--- config.mk ---
export PLATFORM = sky130hd
export DESIGN_NAME = dec_to_num_flat
export DESIGN_NICKNAME = d
export VERILOG_FILES = /design/src/rtl/dec_to_num_pkg.sv /design/src/rtl/dec_to_num_if.sv /design/src/rtl/dec_to_num_bcd_adj_nibble.sv /design/src/rtl/dec_to_num.sv /design/src/flat_wrapper.sv
export SDC_FILE = /design/constraint.sdc
export NUM_CORES = 1
export LEC_CHECK = 0
export BUFFER_PORTS_ARGS = -buffer_cell sky130_fd_sc_hd__buf_2
export CORE_MARGIN = 10
export CORE_UTILIZATION = 52
export CTS_BUF_LIST = sky130_fd_sc_hd__clkbuf_2
export CTS_CLUSTER_SIZE = 28
export DETAILED_ROUTE_END_ITERATION = 6
export PLACE_DENSITY = 0.78
export SLEW_MARGIN = 30
export SYNTH_ARGS = -nofsm -noshare
export SYNTH_HDL_FRONTEND = slang
export SYNTH_SLANG_ARGS = --single-unit
--- constraint.sdc ---
create_clock -name clk -period 1.6 [get_ports clk]
set_input_delay 0.08 -clock clk [delete_from_list [all_inputs] [get_ports clk]]
set_output_delay 0.08 -clock clk [all_outputs]
set_load 0.1 [all_outputs]
--- src/rtl/dec_to_num_pkg.sv ---
// Shared constants and state encoding for the 6-digit BCD-to-binary converter.
package dec_to_num_pkg;

  localparam int NDIG = 6;
  localparam int NBIN = 20;
  localparam int OUTW = 32;
  localparam int BCDW = NDIG * 4;
  localparam int SRW  = BCDW + NBIN;
  localparam int CNTW = $clog2(NBIN);

  localparam logic [3:0] BCD_MAX = 4'd9;

  typedef enum logic [1:0] {
    IDLE = 2'd0,
    CONV = 2'd1,
    DONE = 2'd2
  } state_e;

  function automatic logic digitBad(input logic [3:0] d);
    return (d > BCD_MAX);
  endfunction

endpackage

--- src/rtl/dec_to_num_if.sv ---
// Request/response bundle between digit source and the converter.
interface dec_to_num_if;
  import dec_to_num_pkg::*;

  logic            start;
  logic [3:0]      inNum5;
  logic [3:0]      inNum4;
  logic [3:0]      inNum3;
  logic [3:0]      inNum2;
  logic [3:0]      inNum1;
  logic [3:0]      inNum0;
  logic            busy;
  logic            done;
  logic            err;
  logic [OUTW-1:0] outNum;

  modport master (
    output start, inNum5, inNum4, inNum3, inNum2, inNum1, inNum0,
    input  busy, done, err, outNum
  );

  modport slave (
    input  start, inNum5, inNum4, inNum3, inNum2, inNum1, inNum0,
    output busy, done, err, outNum
  );

endinterface

--- src/rtl/dec_to_num_bcd_adj_nibble.sv ---
// Reverse double-dabble correction for one BCD nibble after a right shift.
module bcd_adj_nibble (
  input  logic [3:0] nib,
  output logic [3:0] adj
);

  // A nibble >= 8 received a borrowed half-ten from the digit above; take back 3.
  always_comb begin
    if (nib >= 4'd8) begin
      adj = nib - 4'd3;
    end else begin
      adj = nib;
    end
  end

endmodule

--- src/rtl/dec_to_num.sv ---
// Sequential BCD-to-binary converter: one reverse double-dabble step per clock,
// start/busy/done handshake, result zero-extended to the datapath width.
module dec_to_num
  import dec_to_num_pkg::*;
(
  input  logic         clk,
  input  logic         rst,
  dec_to_num_if.slave  bus
);

  state_e          state_r;
  state_e          nextState_s;
  logic [CNTW-1:0] cnt_r;
  logic [SRW-1:0]  shift_r;
  logic [SRW-1:0]  shifted_s;
  logic [SRW-1:0]  adjusted_s;
  logic [BCDW-1:0] digits_s;
  logic            anyBad_s;
  logic            lastIter_s;
  logic            busy_r;
  logic            done_r;
  logic            err_r;
  logic [OUTW-1:0] outNum_r;

  assign digits_s   = {bus.inNum5, bus.inNum4, bus.inNum3,
                       bus.inNum2, bus.inNum1, bus.inNum0};
  assign lastIter_s = (cnt_r == CNTW'(NBIN - 1));
  assign shifted_s  = {1'b0, shift_r[SRW-1:1]};

  for (genvar g = 0; g < NDIG; g++) begin : gAdj
    bcd_adj_nibble uAdj (
      .nib (shifted_s[NBIN + 4*g +: 4]),
      .adj (adjusted_s[NBIN + 4*g +: 4])
    );
  end
  assign adjusted_s[NBIN-1:0] = shifted_s[NBIN-1:0];

  // Flag a request carrying any non-decimal digit.
  always_comb begin
    anyBad_s = 1'b0;
    for (int i = 0; i < NDIG; i++) begin
      anyBad_s = anyBad_s | digitBad(digits_s[4*i +: 4]);
    end
  end

  // Next-state decode.
  always_comb begin
    nextState_s = state_r;
    case (state_r)
      IDLE: begin
        if (bus.start) begin
          nextState_s = anyBad_s ? DONE : CONV;
        end else begin
          nextState_s = IDLE;
        end
      end
      CONV: begin
        if (lastIter_s) begin
          nextState_s = DONE;
        end else begin
          nextState_s = CONV;
        end
      end
      DONE:    nextState_s = IDLE;
      default: nextState_s = IDLE;
    endcase
  end

  // State register with busy/done decoded one edge early so they leave a flop.
  always_ff @(posedge clk) begin
    if (rst) begin
      state_r <= IDLE;
      busy_r  <= 1'b0;
      done_r  <= 1'b0;
    end else begin
      state_r <= nextState_s;
      busy_r  <= (nextState_s != IDLE);
      done_r  <= (nextState_s == DONE);
    end
  end

  // Shift register, iteration counter and held result.
  always_ff @(posedge clk) begin
    if (rst) begin
      cnt_r    <= '0;
      shift_r  <= '0;
      err_r    <= 1'b0;
      outNum_r <= '0;
    end else begin
      case (state_r)
        IDLE: begin
          if (bus.start && anyBad_s) begin
            outNum_r <= '0;
            err_r    <= 1'b1;
          end else if (bus.start) begin
            shift_r <= {digits_s, {NBIN{1'b0}}};
            cnt_r   <= '0;
          end
        end
        CONV: begin
          shift_r <= adjusted_s;
          cnt_r   <= cnt_r + CNTW'(1);
          if (lastIter_s) begin
            outNum_r <= {{(OUTW-NBIN){1'b0}}, adjusted_s[NBIN-1:0]};
            err_r    <= 1'b0;
          end
        end
        default: ;
      endcase
    end
  end

  assign bus.busy   = busy_r;
  assign bus.done   = done_r;
  assign bus.err    = err_r;
  assign bus.outNum = outNum_r;

endmodule
--- src/flat_wrapper.sv ---
// flat-port wrapper written by rule: the top's interface ports become plain ports
module dec_to_num_flat import dec_to_num_pkg::*;
  (clk, rst, bus_start, bus_inNum5, bus_inNum4, bus_inNum3, bus_inNum2, bus_inNum1, bus_inNum0, bus_busy, bus_done, bus_err, bus_outNum);
  dec_to_num_if bus_i ();
  input  logic clk;
  input  logic rst;
  input wire logic [$bits(bus_i.start)-1:0] bus_start;
  input wire logic [$bits(bus_i.inNum5)-1:0] bus_inNum5;
  input wire logic [$bits(bus_i.inNum4)-1:0] bus_inNum4;
  input wire logic [$bits(bus_i.inNum3)-1:0] bus_inNum3;
  input wire logic [$bits(bus_i.inNum2)-1:0] bus_inNum2;
  input wire logic [$bits(bus_i.inNum1)-1:0] bus_inNum1;
  input wire logic [$bits(bus_i.inNum0)-1:0] bus_inNum0;
  output wire logic [$bits(bus_i.busy)-1:0] bus_busy;
  output wire logic [$bits(bus_i.done)-1:0] bus_done;
  output wire logic [$bits(bus_i.err)-1:0] bus_err;
  output wire logic [$bits(bus_i.outNum)-1:0] bus_outNum;
  assign bus_i.start = bus_start;
  assign bus_i.inNum5 = bus_inNum5;
  assign bus_i.inNum4 = bus_inNum4;
  assign bus_i.inNum3 = bus_inNum3;
  assign bus_i.inNum2 = bus_inNum2;
  assign bus_i.inNum1 = bus_inNum1;
  assign bus_i.inNum0 = bus_inNum0;
  assign bus_busy = bus_i.busy;
  assign bus_done = bus_i.done;
  assign bus_err = bus_i.err;
  assign bus_outNum = bus_i.outNum;
  dec_to_num u_core (.clk(clk), .rst(rst), .bus(bus_i));
endmodule
== Word level (Yosys, flattened, before mapping) ==
Index checks and enable logic that the tools add are counted.

* $lt $le $gt $ge: 12
* Add/subtract/negate cells: 7
* Bitwise operators: 5
* Reductions and logical operators: 6
* Equality and inequality tests: 7
* Mux-type cells: 22

{| class="wikitable"
|+ Operators by type and width
! operator !! count
|-
| 44-bit two-way mux || 2
|-
| 44-bit one-hot mux with 2 select lines || 1
|-
| 32-bit two-way mux || 2
|-
| 32-bit one-hot mux with 2 select lines || 1
|-
| 4-bit > comparator (second input constant) || 6
|-
| 4-bit two-way mux || 6
|-
| 4-bit >= comparator (second input constant) || 5
|-
| 4-bit by 2-bit subtractor with 4-bit output (second input constant) || 5
|-
| 5-bit two-way mux || 2
|-
| 5-bit one-hot mux with 2 select lines || 1
|-
| 2-bit two-way mux || 3
|-
| 3-bit AND reduction || 2
|-
| 5-bit by 1-bit adder with 5-bit output (second input constant) || 1
|-
| 5-bit == test (second input constant) || 1
|-
| 1-bit bitwise OR || 5
|-
| 3-bit by 4-bit >= comparator with 1-bit output (second input constant) || 1
|-
| 2-bit by 1-bit != test with 1-bit output (second input constant) || 2
|-
| 2-bit != test (second input constant) || 2
|-
| 2-bit one-hot mux with 2 select lines || 1
|-
| 2-bit nonzero test || 2
|-
| 3-bit by 2-bit subtractor with 4-bit output (second input constant) || 1
|-
| 2-bit by 1-bit == test with 1-bit output (second input constant) || 1
|-
| 2-bit == test (second input constant) || 1
|-
| 2-bit zero test || 1
|-
| 3 further kinds || 4
|}

* Output and inout bits: 35
* Register bits: 86
* Input port bits: 27

== Depth between registers and ports, before layout ==
* Word-level depth: 10
* Gate-level depth with buffers: 6

== Modules after synthesis ==
Synthesis repeated with hierarchy kept, for this count alone.

* Cells, all modules: 401
* Area total of the unflattened synthesis: 3,492.1 um^2

{| class="wikitable"
|+ Modules (own cells, without submodules)
! module !! cells each !! times used !! seq. area each (um^2) !! area each (um^2)
|-
| dec_to_num || 335 || 1 || 1,461.4 || 3,034.2
|-
| bcd_adj_nibble || 11 || 6 || 0.0 || 76.3
|}

== Least setup slack after synthesis ==
Ideal clock, no wire load.

* Path kind: reg-to-reg
* From: register u_core.cnt_r[0]
* To: register u_core.outNum_r[0], in the netlist u_core.bus.outNum[0]
* Period minus slack after synthesis: 1.773 ns
* Cell stages (with the launch flop): 7
* Arrival time: 1.694 ns
* Setup slack: -0.173 ns
* Required time: 1.521 ns
* Buffers on the path: 1
* Setup time: 0.079 ns
* Cells stage by stage: dfxtp_1 ha_1 nor4bb_1 nand2_1 buf_1 mux2i_1 nor3_1

* Longest elaborated chain between the ends: 3

{| class="wikitable"
|+ RTL lines
! what !! RTL line !! source
|-
| start: declaration || dec_to_num.sv:13 || <nowiki>logic [CNTW-1:0] cnt_r;</nowiki>
|-
| start signal: assignment || dec_to_num.sv:102 || <nowiki>cnt_r <= cnt_r + CNTW'(1);</nowiki>
|-
| 5-bit == test || dec_to_num.sv:27 || <nowiki>assign lastIter_s = (cnt_r == CNTW'(NBIN - 1));</nowiki>
|-
| 2-bit by 1-bit != test with 1-bit output (no line) || -- ||
|-
| 3-bit AND reduction (no line) || -- ||
|-
| end signal: assignment || dec_to_num.sv:104 || <nowiki>outNum_r <= {{(OUTW-NBIN){1'b0}}, adjusted_s[NBIN-1:0]};</nowiki>
|-
| end: declaration || dec_to_num.sv:23 || <nowiki>logic [OUTW-1:0] outNum_r;</nowiki>
|}

No other way between the ends.
A chain may end at the register's enable or synchronous reset.

== Worst setup path after layout ==
* From: register u_core.state_r[0]
* To: register u_core.cnt_r[1]

* Longest elaborated chain between the ends: 3
* Elaborated cells on any way between the ends: 7

{| class="wikitable"
|+ RTL lines
! what !! RTL line !! source
|-
| start: declaration || dec_to_num.sv:11 || <nowiki>state_e state_r;</nowiki>
|-
| start signal: assignment || dec_to_num.sv:76 || <nowiki>state_r <= nextState_s;</nowiki>
|-
| 2-bit zero test / 2-bit by 1-bit == test with 1-bit output (equally long branches) || dec_to_num.sv:90 || <nowiki>case (state_r)</nowiki>
|-
| 2-bit != test (no line) / 2-bit nonzero test (equally long branches) || -- ||
|-
| 3-bit AND reduction (no line) || -- ||
|}

Parallel ways exist; a longest one is shown, timed or not.

==> impl_results.md <==
- Clock sinks: 73
- R2R setup slack: 0.06 ns
- Overall track demand over capacity in global routing: 0.153
- Post-Place Setup Slack: -0.133 ns
- Post-synth top area cell: dfxtp_1
- CP endpoint kind: flip-flop
- I/O Pins: 62
- Top cell type's share of synthesized area: 0.429
- Max H-tree Level: 3
- Post-route setup slack: 0.0611 ns
- Clk_lat worst skew: 0.53 ns
- Final #Nets: 466
- Tcrit/Tclk final: 0.962
- Fmax: 0.650 GHz
- Final setup fails: 0
- Clock Pin Slew Worst Setup and Hold Paths: 0.19 ns
- Vias in the first global route: 2726
- Synth Instances: 337
- Crit-path max cell delay: 0.49 ns
- CP max-delay cell: dfxtp_1
- Ant. Diodes: 0
- Final-report hold violation count: 0
- CP Max Fanout: 20
- Peak VDD IR: 584 uV
- Initial Utilization: 0.537
- Remaining antenna violation count: 0
- Status: complete, no violations
- Initial antenna violation count: 0
- Worst hold path class: primary input to flip-flop
- Synthesis-stage register bit count: 73
- Via count: 2776
- Congestion Overflow GR: 0
- DRC errors left: 0
- Final WL: 8300 microns
- Die area: 10200 sq um
- CTS Buf Count: 9
- Die W: 101 microns
- Sequential cell area fraction in the yosys report: 0.429
- Vias/cell: 5.44
- Type of origin of the critical path: flip-flop
- Crit path max-delay family: flip-flops
- PortBufs: 49
- Tmin final: 1.54 ns
- Most common cell after layout, fill and taps aside: dfxtp_1
- Die Y-Extent: 101 microns
- Area of the core: 6350 sq um
- CTS root buf: clkbuf_2
- Mean Syn Cell Area: 10.1 sq um
- CTS Buffer Depth: 2
- CTS tree: yes
- Highest-count cells in the layout ignoring fill and taps: dfxtp_1, buf_2, mux2i_1
- Ys flop type: dfxtp_1
- CP Cell Sequence: nor2b_4, buf_12, nor2_1, o21a_4, buf_12, a22o_1
- Cell area after synthesis: 3410 sq um
- Worst path arrival time: 1.96 ns
- Filler Cell Count: 502
- Main area contributors after synthesis: dfxtp_1, mux2i_1, a22o_1
- PwrDens: 845 nW/um^2
- CP required: 2.02 ns
- First-pass GRT wire length: 12900 microns
- Avg WL per Cell: 16.3 microns
- Crit path buf inv count: 2
- Pin count of the biggest net entering global routing: 26
- Area Overhead vs Synth: 26.7%
- Slew Limit Fails: 0
- Initial drt markers: 129
- Synth unique cells: 41
- LEAKAGE: 1.99 nW
- RSZ-0062 raised after global routing: yes
- End-of-flow core utilization: 0.680
- Max cap viols: 0
- Final Skew: 0.0287 ns
- Drt first pass iters: 4
- Routability cong.: 0.854
- FP Rows: 29
- Asr flop ratio synth: 0
- Post-DP HPWL: 5420 microns
- Crit path top cell by count: buf_12
- Synthesis Warnings: 0
- Share of layout cells above drive strength 1: 0.279
- Power Total: 3.65 mW
- EDFF count, synth: 0
- Setup Crit Path Kind: flip-flop to flip-flop
[power by group]
| group | leakage [nW] | switching, mW | internal (mW) | total [mW] |
|---|---|---|---|---|
| Sequential | 0.591 | 0.0299 | 1.85 | 1.88 |
| Clock | 0.0865 | 0.680 | 0.532 | 1.21 |
| Combinational | 1.32 | 0.346 | 0.210 | 0.556 |
[kinds of logic (layout without fill, tap and decap cells)]
kind of cell | Yosys count | count (layout) | synth area share
AO/OA/AOI/OAI | 77 | 77 | 0.185
AND/OR/NAND/NOR | 77 | 77 | 0.118
adder cells (fa/ha/maj) | 11 | 11 | 0.0404
buffers and inverters | 47 | 132 | 0.0804
other | 1 | 12 | 0.00110
multiplexers | 41 | 41 | 0.121
XOR/XNOR | 10 | 10 | 0.0257
flip-flops | 73 | 73 | 0.429
[state kept, by name (all words and copies together), names as in the netlist]
name and cells:
u_core.bus.err 1, u_core.state_r 2, u_core.bus.busy 1, u_core.bus.outNum 20
u_core.cnt_r 5, u_core.bus.done 1, u_core.shift_r 43
[final cells by class]
type / instances / area, sq um / area share
Clock buffer: 10 / 50.0 / 0.0116
Clock inverter: 6 / 91.3 / 0.0212
Inverter: 11 / 41.3 / 0.00956
Multi-Input combinational cell: 228 / 1780 / 0.411
Sequential cell: 73 / 1460 / 0.339
Tap cell: 77 / 96.3 / 0.0223
Timing Repair Buffer: 105 / 798 / 0.185
[layer usage]
layer  part of all wire  track usage
met2               0.50        0.251
met3              0.057       0.0384
met4              0.014       0.0665
met1               0.43        0.184
met5                  0            0
[cells in the mapped netlist (all sizes together), types with 2 or more instances]
library cell	instances
a211o	10
a211oi	5
a21oi	9
a221oi	5
a22o	20
a311oi	2
a31oi	5
buf	20
clkbuf	16
dfxtp	73
ha	11
inv	11
mux2i	40
nand2	5
nand2b	11
nand3	3
nor2	20
nor2b	6
nor3	21
nor4	4
o21a	8
o21ai	4
o21bai	2
o221a	5
xnor2	10
[worst min-delay path, stage by stage]
cell	delay (ns)
buf_2	0.10
buf_4	0.12
mux2i_1	0.13
a221oi_1	0.09
[stage by stage]
step | hold slack, ns | setup TNS (ns) | area (sq um) | cells
final | 0.0385 | 0 | 4320 | 510
after detailed placement | 0.365 | -3.10 | 3830 | 468
after global placement | 0.359 | -2.25 | 3830 | 468
after CTS | 0.000875 | 0 | 4220 | 507
after global routing | 0.0232 | -0.0367 | 4320 | 510
after floorplan | 0.251 | 0 | 3460 | 348
[worst paths after layout]
check | to | depth (start not counted) | start
worst max-delay path | u_core.cnt_r[1]$_SDFFE_PP0P_ | 6 | u_core.state_r[0]$_SDFF_PP0_
worst min register to register | u_core.bus.err$_SDFFE_PP0P_ | 2 | u_core.bus.err$_SDFFE_PP0P_
worst min-delay path | u_core.shift_r[31]$_SDFFE_PP0P_ | 4 | bus_inNum2[3]
worst max register to register | u_core.cnt_r[1]$_SDFFE_PP0P_ | 6 | u_core.state_r[0]$_SDFF_PP0_
[what timing repair did]
action                                 4_1_cts  5_1_grt
setup buffers                                0        4
hold buffers                                23        0
endpoints found under the hold margin       26        0
resized for setup                            4       20
pin swaps                                    0        3
setup endpoints to repair                   15       33
No activity file was read; power rests on OpenSTA's default activity.
